==> src/rtl/fb_pkg.sv <==
// fb_pkg -- shared definitions for the ping-pong frame buffer controller.
// Holds the default geometry/timing values and the writer/reader state
// encodings used by fb_pingpong_ctrl and fb_start_timer.
package fb_pkg;

  localparam int FB_FRAME_PIXELS = 4096;
  localparam int FB_ADDR_W       = 12;
  localparam int FB_START_DLY    = 16;

  typedef enum logic {
    W_FILL = 1'b0,
    W_WAIT = 1'b1
  } wr_state_e;

  typedef enum logic [1:0] {
    R_IDLE  = 2'b00,
    R_START = 2'b01,
    R_RUN   = 2'b10
  } rd_state_e;

endpackage

==> src/rtl/fb_start_timer.sv <==
// fb_start_timer -- one-shot delay used between frame selection and the
// first dsi_start.
// Ports:
//   clock_i  : clock, rising edge
//   reset_i  : asynchronous active-high reset
//   load_i   : (re)arms the timer; expire_o follows DLY cycles later
//   expire_o : high for exactly one cycle, in the DLY-th cycle after load
module fb_start_timer
  import fb_pkg::*;
#(
  parameter int DLY = FB_START_DLY
) (
  input  logic clock_i,
  input  logic reset_i,
  input  logic load_i,
  output logic expire_o
);

  localparam int CNT_W = (DLY > 1) ? $clog2(DLY) : 1;

  logic [CNT_W-1:0] cnt_q;
  logic             active_q;

  // Countdown register; counts DLY-1 down to 0 so the final value marks expiry.
  always_ff @(posedge clock_i or posedge reset_i) begin
    if (reset_i) begin
      cnt_q    <= '0;
      active_q <= 1'b0;
    end else if (load_i) begin
      cnt_q    <= CNT_W'(DLY - 1);
      active_q <= 1'b1;
    end else if (active_q) begin
      if (cnt_q == '0) begin
        active_q <= 1'b0;
      end else begin
        cnt_q <= cnt_q - CNT_W'(1);
      end
    end
  end

  assign expire_o = active_q & (cnt_q == '0);

endmodule

==> src/rtl/fb_pingpong_ctrl.sv <==
// fb_pingpong_ctrl -- double-buffered (ping-pong) frame buffer controller.
// A writer fills one bank pixel by pixel while a DSI reader displays the
// other; banks swap at reader end-of-frame once the writer has a full frame.
// Ports:
//   clock_i, reset_i   : clock (rising edge), async active-high reset
//   enable_i           : display path enable
//   wr_pix_en_i        : pixel presented this cycle
//   wr_ready_o         : writer accepting pixels
//   wr_bank_o/wr_addr_o: writer bank and pixel address
//   wr_frame_done_o    : pulse on the final pixel of a frame (same cycle)
//   rd_frame_end_i     : end-of-frame pulse from the DSI controller
//   rd_bank_o          : bank being displayed
//   dsi_start_o        : frame start pulse to the DSI controller
//   pipe_flush_o       : pipeline flush pulse on any enable edge
//   wr_overrun_o       : sticky, a pixel arrived while wr_ready_o was low
//   frame_cnt_o        : bank swap counter, wraps at 256
module fb_pingpong_ctrl
  import fb_pkg::*;
#(
  parameter int FRAME_PIXELS = FB_FRAME_PIXELS,
  parameter int ADDR_W       = FB_ADDR_W,
  parameter int START_DLY    = FB_START_DLY
) (
  input  logic              clock_i,
  input  logic              reset_i,
  input  logic              enable_i,
  input  logic              wr_pix_en_i,
  output logic              wr_ready_o,
  output logic              wr_bank_o,
  output logic [ADDR_W-1:0] wr_addr_o,
  output logic              wr_frame_done_o,
  input  logic              rd_frame_end_i,
  output logic              rd_bank_o,
  output logic              dsi_start_o,
  output logic              pipe_flush_o,
  output logic              wr_overrun_o,
  output logic [7:0]        frame_cnt_o
);

  localparam logic [ADDR_W-1:0] LAST_ADDR = ADDR_W'(FRAME_PIXELS - 1);

  wr_state_e         wr_state_q, wr_state_d;
  rd_state_e         rd_state_q, rd_state_d;
  logic              wr_bank_q, wr_bank_d;
  logic [ADDR_W-1:0] wr_addr_q, wr_addr_d;
  logic [1:0]        full_q, full_d;
  logic              rd_bank_q, rd_bank_d;
  logic [7:0]        frame_cnt_q, frame_cnt_d;
  logic              overrun_q, overrun_d;
  logic              dsi_start_q, dsi_start_d;
  logic              pipe_flush_q, pipe_flush_d;
  logic              enable_q;

  logic en_fall_s, en_rise_s, wr_accept_s, wr_last_s, wr_done_s;
  logic rd_free_s, timer_load_s, timer_expire_s;

  assign en_fall_s   = enable_q & ~enable_i;
  assign en_rise_s   = ~enable_q & enable_i;
  assign wr_accept_s = wr_pix_en_i & (wr_state_q == W_FILL);
  assign wr_last_s   = (wr_addr_q == LAST_ADDR);
  assign wr_done_s   = wr_accept_s & wr_last_s;

  fb_start_timer #(.DLY(START_DLY)) u_start_timer (
    .clock_i  (clock_i),
    .reset_i  (reset_i),
    .load_i   (timer_load_s),
    .expire_o (timer_expire_s)
  );

  // Reader FSM; rd_free_s flags the cycle in which the displayed bank is released.
  always_comb begin
    rd_state_d   = rd_state_q;
    rd_bank_d    = rd_bank_q;
    frame_cnt_d  = frame_cnt_q;
    dsi_start_d  = 1'b0;
    rd_free_s    = 1'b0;
    timer_load_s = 1'b0;
    case (rd_state_q)
      R_IDLE: begin
        if (enable_i && (full_q != 2'b00)) begin
          rd_state_d   = R_START;
          rd_bank_d    = ~full_q[0];   // bank 0 wins when both are full
          timer_load_s = 1'b1;
        end else begin
          rd_state_d = R_IDLE;
        end
      end
      R_START: begin
        if (!enable_i) begin
          rd_state_d = R_IDLE;
        end else if (timer_expire_s) begin
          rd_state_d  = R_RUN;
          dsi_start_d = 1'b1;
        end else begin
          rd_state_d = R_START;
        end
      end
      R_RUN: begin
        if (rd_frame_end_i) begin
          if (!enable_i) begin
            rd_state_d = R_IDLE;
            rd_free_s  = 1'b1;
          end else begin
            dsi_start_d = 1'b1;
            // registered full bit: a frame finishing this cycle waits a frame
            if (full_q[~rd_bank_q]) begin
              rd_bank_d   = ~rd_bank_q;
              frame_cnt_d = frame_cnt_q + 8'd1;
              rd_free_s   = 1'b1;
            end else begin
              rd_bank_d = rd_bank_q;
            end
          end
        end else begin
          rd_state_d = R_RUN;
        end
      end
      default: rd_state_d = R_IDLE;
    endcase
  end

  // Writer FSM, bank occupancy and sticky overrun.
  always_comb begin
    wr_state_d   = wr_state_q;
    wr_bank_d    = wr_bank_q;
    wr_addr_d    = wr_addr_q;
    full_d       = full_q;
    overrun_d    = overrun_q | (wr_pix_en_i & (wr_state_q == W_WAIT));
    pipe_flush_d = en_fall_s | en_rise_s;

    if (wr_done_s) begin
      full_d[wr_bank_q] = 1'b1;
    end else begin
      full_d = full_q;
    end
    if (rd_free_s) begin
      full_d[rd_bank_q] = 1'b0;
    end else begin
      full_d = full_d;
    end
    // disable discards any frame queued behind the displayed one
    if (en_fall_s) begin
      full_d[~rd_bank_q] = 1'b0;
    end else begin
      full_d = full_d;
    end

    if (en_fall_s) begin
      wr_addr_d  = '0;
      wr_state_d = W_FILL;
      wr_bank_d  = (rd_state_q == R_RUN) ? ~rd_bank_q : 1'b0;
    end else begin
      case (wr_state_q)
        W_FILL: begin
          if (wr_accept_s) begin
            if (wr_last_s) begin
              wr_addr_d = '0;
              if (((rd_state_q != R_IDLE) && (wr_bank_q != rd_bank_q)) || full_q[~wr_bank_q]) begin
                wr_state_d = W_WAIT;
              end else begin
                wr_bank_d = ~wr_bank_q;
              end
            end else begin
              wr_addr_d = wr_addr_q + ADDR_W'(1);
            end
          end else begin
            wr_addr_d = wr_addr_q;
          end
        end
        W_WAIT: begin
          if (rd_free_s) begin
            wr_state_d = W_FILL;
            wr_bank_d  = rd_bank_q;
          end else begin
            wr_state_d = W_WAIT;
          end
        end
        default: wr_state_d = W_FILL;
      endcase
    end
  end

  // State and output registers.
  always_ff @(posedge clock_i or posedge reset_i) begin
    if (reset_i) begin
      wr_state_q   <= W_FILL;
      rd_state_q   <= R_IDLE;
      wr_bank_q    <= 1'b0;
      wr_addr_q    <= '0;
      full_q       <= 2'b00;
      rd_bank_q    <= 1'b0;
      frame_cnt_q  <= 8'd0;
      overrun_q    <= 1'b0;
      dsi_start_q  <= 1'b0;
      pipe_flush_q <= 1'b0;
      enable_q     <= 1'b0;
    end else begin
      wr_state_q   <= wr_state_d;
      rd_state_q   <= rd_state_d;
      wr_bank_q    <= wr_bank_d;
      wr_addr_q    <= wr_addr_d;
      full_q       <= full_d;
      rd_bank_q    <= rd_bank_d;
      frame_cnt_q  <= frame_cnt_d;
      overrun_q    <= overrun_d;
      dsi_start_q  <= dsi_start_d;
      pipe_flush_q <= pipe_flush_d;
      enable_q     <= enable_i;
    end
  end

  assign wr_ready_o      = (wr_state_q == W_FILL);
  assign wr_bank_o       = wr_bank_q;
  assign wr_addr_o       = wr_addr_q;
  assign wr_frame_done_o = wr_done_s;
  assign rd_bank_o       = rd_bank_q;
  assign dsi_start_o     = dsi_start_q;
  assign pipe_flush_o    = pipe_flush_q;
  assign wr_overrun_o    = overrun_q;
  assign frame_cnt_o     = frame_cnt_q;

endmodule

==> config.mk <==
export PLATFORM = sky130hd
export DESIGN_NAME = fb_pingpong_ctrl
export DESIGN_NICKNAME = d
export VERILOG_FILES = /design/src/rtl/fb_pkg.sv /design/src/rtl/fb_start_timer.sv /design/src/rtl/fb_pingpong_ctrl.sv
export SDC_FILE = /design/constraint.sdc
export NUM_CORES = 1
export LEC_CHECK = 0
export ABC_CLOCK_PERIOD_IN_PS = 4900
export BUFFER_PORTS_ARGS = -buffer_cell sky130_fd_sc_hd__buf_2
export CELL_PAD_IN_SITES_DETAIL_PLACEMENT = 1
export CELL_PAD_IN_SITES_GLOBAL_PLACEMENT = 1
export CORE_MARGIN = 4
export CORE_UTILIZATION = 49
export CTS_BUF_LIST = sky130_fd_sc_hd__clkbuf_4
export DETAILED_ROUTE_END_ITERATION = 7
export PLACE_DENSITY_LB_ADDON = 0.1
export SLEW_MARGIN = 10
export SYNTH_ARGS = -nofsm -noshare
export SYNTH_HDL_FRONTEND = slang
export SYNTH_SLANG_ARGS = --single-unit
==> constraint.sdc <==
create_clock -name clock_i -period 4.9 [get_ports clock_i]
set_input_delay 0.245 -clock clock_i [delete_from_list [all_inputs] [get_ports clock_i]]
set_output_delay 0.245 -clock clock_i [all_outputs]
set_load 0.005 [all_outputs]
==> flow_metrics.env <==
export IMPL_drv_slew=0
export IMPL_cts_buffer_depth=2
export IMPL_rsz0062_at_grt="false"
export IMPL_ant_nets=0
export IMPL_hold_buffers=0
export IMPL_area_growth_pct=11.8
export IMPL_critPathCaptureType="output pin"
export IMPL_critPathBufInv=1
export IMPL_instances_no_fill=271
export IMPL_synth_area_top_cells="dfrtp_1, ha_1, xor2_1"
export IMPL_cts_tree="built"
export IMPL_violations="negative hold slack"
export IMPL_netlist_area_sq_mm=0.00197
export IMPL_timing_rr_start="wr_state_q"
export IMPL_synth_warnings=0
export IMPL_multi_input_area_sq_um=970
export IMPL_grt_pass1_vias=1716
export IMPL_cp_start_kind="register"
export IMPL_initialDrtViolationCount=93
export IMPL_worstSetupPathType="reg2out"
export IMPL_r2r_slack_ns=2.96
export IMPL_fin_area_sq_mm=0.00220
export IMPL_clk_pin_slew_worst_paths_ns=0.11
export IMPL_slowest_delay_ns=0.57
export IMPL_synth_edff_count=0
export IMPL_synthArstFlopShare_pct=100
export IMPL_power_density_mw_per_mm2=235
export IMPL_yosys_top_cells_count="dfrtp_1, nor2_1, inv_1, nand2_1, xor2_1"
export IMPL_antenna_found_initial=0
export IMPL_cts_buffers=5
export IMPL_slowest_stage="nor2b_1"
export IMPL_routed_wirelength_microns=4420
export IMPL_skew_ns=0.00414
export IMPL_port_buffers=31
export IMPL_cp_top_family="simple AND/OR/NAND/NOR gates"
export IMPL_num_antenna_cells=0
export IMPL_fp_dieH_microns=71.4
export IMPL_gp_congestion=0.874
export IMPL_worstMarginPinSlew_ns=0.694
export IMPL_rows=22
export IMPL_arrival_ns=2.12
export IMPL_ys_flop_type="dfrtp_1"
export IMPL_regArea_sq_um=901
export IMPL_pin_count=32
export IMPL_nFillCells=431
export IMPL_design_die_area_sq_mm=0.00509
export IMPL_core_area_sq_mm=0.00377
export IMPL_hold_viol_final=10
export IMPL_timing_final_crit_share_pct=48.2
export IMPL_clock_latency_ns=0.33
export IMPL_cts_sinks=36
export IMPL_wl_met2_microns=2220
export IMPL_required_ns=4.66
export IMPL_p_comb_share_pct=8.6
export IMPL_post_cts_setup_buffers=0
export IMPL_p_clk_share_pct=30.7
export IMPL_r2r_cells=4
export IMPL_drc_errors=0
export IMPL_p_int_mw=0.382
export IMPL_max_freq_mhz=423
export IMPL_final_nets=236
export IMPL_switching_share_pct=25.8
export IMPL_num_vias=1554
export IMPL_start_util_pct=52.2
export IMPL_regToRegEndpoint="wr_bank_o"
export IMPL_grt_max_degree=37
export IMPL_drive_gt1_share_pct=22.9
export IMPL_routed_top_layer="met4"
export IMPL_cts_root_buf="clkbuf_4"
export IMPL_grt_first_pass_wirelength_microns=7760
export IMPL_status="finished with violations"
export IMPL_wl_met1_microns=1980
export IMPL_place_area_sq_mm=0.00214
export IMPL_seqPwrFrac_pct=60.7
export IMPL_tns_ns=0
export IMPL_yosysSeqAreaShare_pct=45.8
export IMPL_grt_usage_pct=18.8
export IMPL_synth_cell_type_count=50
export IMPL_power_switching_mw=0.133
export IMPL_min_period_ns=2.36
export IMPL_h_tree_depth=2
export IMPL_min_path_type="in2async"
export IMPL_syn_inst=190
export IMPL_dr_wl_met3_microns=175
export IMPL_syn_area_per_cell_sq_um=10.4
export IMPL_vias_per_cell=5.73
export IMPL_placedCellCount=263
export IMPL_cts_resized_gates=0
export IMPL_synth_most_common_cell="dfrtp_1"
export IMPL_timing_slew_headroom_pct=53.7
export IMPL_first_pass_iters=6
export IMPL_ys_ff_latch=36
export IMPL_grt_overflow_total=0
export IMPL_leakagePower_nw=1.12
export IMPL_synth_nets=204
export IMPL_die_x_microns=71.4
export IMPL_worstPathCellList="nor2b_1 -> and4_1 -> and2_2 -> buf_2"
export IMPL_final_setup_viol_count=0
export IMPL_routedWlPerCell_microns=16.3
export IMPL_final_core_util_pct=58.3
export IMPL_dp_hpwl_microns=3320
export IMPL_ir_drop_uv=113
export IMPL_worst_path_max_fanout=10
export IMPL_yosysTopAreaCell="dfrtp_1"
export IMPL_holdWs_ns=-0.00462
export IMPL_maxCapViolCount=0
export IMPL_netlist_area_leader_share_pct=45.8
==> per-layer routing <==
metal	track usage (%)	vias up
met3	4.49	6
met4	6.05	0
met2	33.7	27
met1	22.0	785
li1	-	736
met5	0	-
==> layout by cell type (no fill, tap or decap), types with 3 or more instances in the layout <==
cell / Yosys / routed
xor2_1: 11 / 11
o2111ai_1: 3 / 3
nand2_1: 13 / 13
o21ai_0: 5 / 5
xnor2_1: 9 / 9
and2_1: 3 / 3
ha_1: 9 / 9
nor2_1: 17 / 17
a31oi_1: 4 / 4
o211ai_1: 4 / 4
clkbuf_4: 0 / 6
nand4_1: 6 / 6
nand3_1: 6 / 6
a21o_1: 4 / 4
dfrtp_1: 36 / 36
buf_2: 2 / 31
inv_1: 13 / 13
and4_1: 4 / 4
==> per-stage QoR <==
step | setup WS, ns | power (mW)
2_1_floorplan | 3.25 | 0.345
3_3_place_gp | 2.95 | 0.359
3_5_place_dp | 2.81 | 0.364
4_1_cts | 2.54 | 0.522
5_1_grt | 2.43 | 0.546
6_report | 2.54 | 0.516
==> worst register-to-register path: cells and delay by family (launching register included) <==
| kind | cells | cell delay [ns] |
|---|---|---|
| AOI/OAI and AO/OA | 1 | 0.15 |
| DFF | 1 | 0.45 |
| and+or+nand+nor | 3 | 1.26 |
==> how the worst max path moves through the flow <==
stage / from / to / cells after the start
6_report: wr_state_q / wr_frame_done_o / 4
3_3_place_gp: enable_i / wr_addr_o[11] / 7
3_5_place_dp: enable_i / wr_addr_o[11] / 7
5_1_grt: wr_state_q / wr_frame_done_o / 4
2_1_floorplan: rd_state_q[0] / frame_cnt_o[1] / 5
4_1_cts: wr_state_q / wr_frame_done_o / 4
==> kinds of logic after synthesis <==
family                   after synthesis  synth area share (%)
AO/OA/AOI/OAI                         36                  14.2
XOR/XNOR                              20                  8.91
adder cells (fa/ha/maj)                9                  5.73
buffers and inverters                 20                  4.90
flip-flops                            36                  45.8
multiplexers                           4                  2.16
AND/OR/NAND/NOR                       65                  18.3
==> power by group through the flow <==
stage	logic (mW)	clock network, mW	registers (mW)
6_report	0.0443	0.158	0.313
5_1_grt	0.0504	0.181	0.315
4_1_cts	0.0454	0.163	0.313
3_5_place_dp	0.0451	0	0.319
3_3_place_gp	0.0413	0	0.318
2_1_floorplan	0.0270	0	0.318
==> cell type report <==
class | instances | area share [%]
Clock inverter | 2 | 0.512
Sequential cell | 36 | 41.0
Inverter | 13 | 2.22
Timing Repair Buffer | 32 | 7.40
Clock buffer | 6 | 2.05
Multi-Input combinational cell | 134 | 44.1
Tap cell | 48 | 2.73
==> state kept, by name, indices dropped and copies added, names as in the netlist <==
| name | count |
|---|---|
| u_start_timer.cnt_q | 4 |
| frame_cnt_o | 8 |
| full_q | 2 |
| pipe_flush_o | 1 |
| enable_q | 1 |
| rd_bank_o | 1 |
| wr_overrun_o | 1 |
| wr_bank_o | 1 |
| wr_state_q | 1 |
| rd_state_q | 2 |
| u_start_timer.active_q | 1 |
| wr_addr_o | 12 |
| dsi_start_o | 1 |
Power figures use the tool's default switching activity.
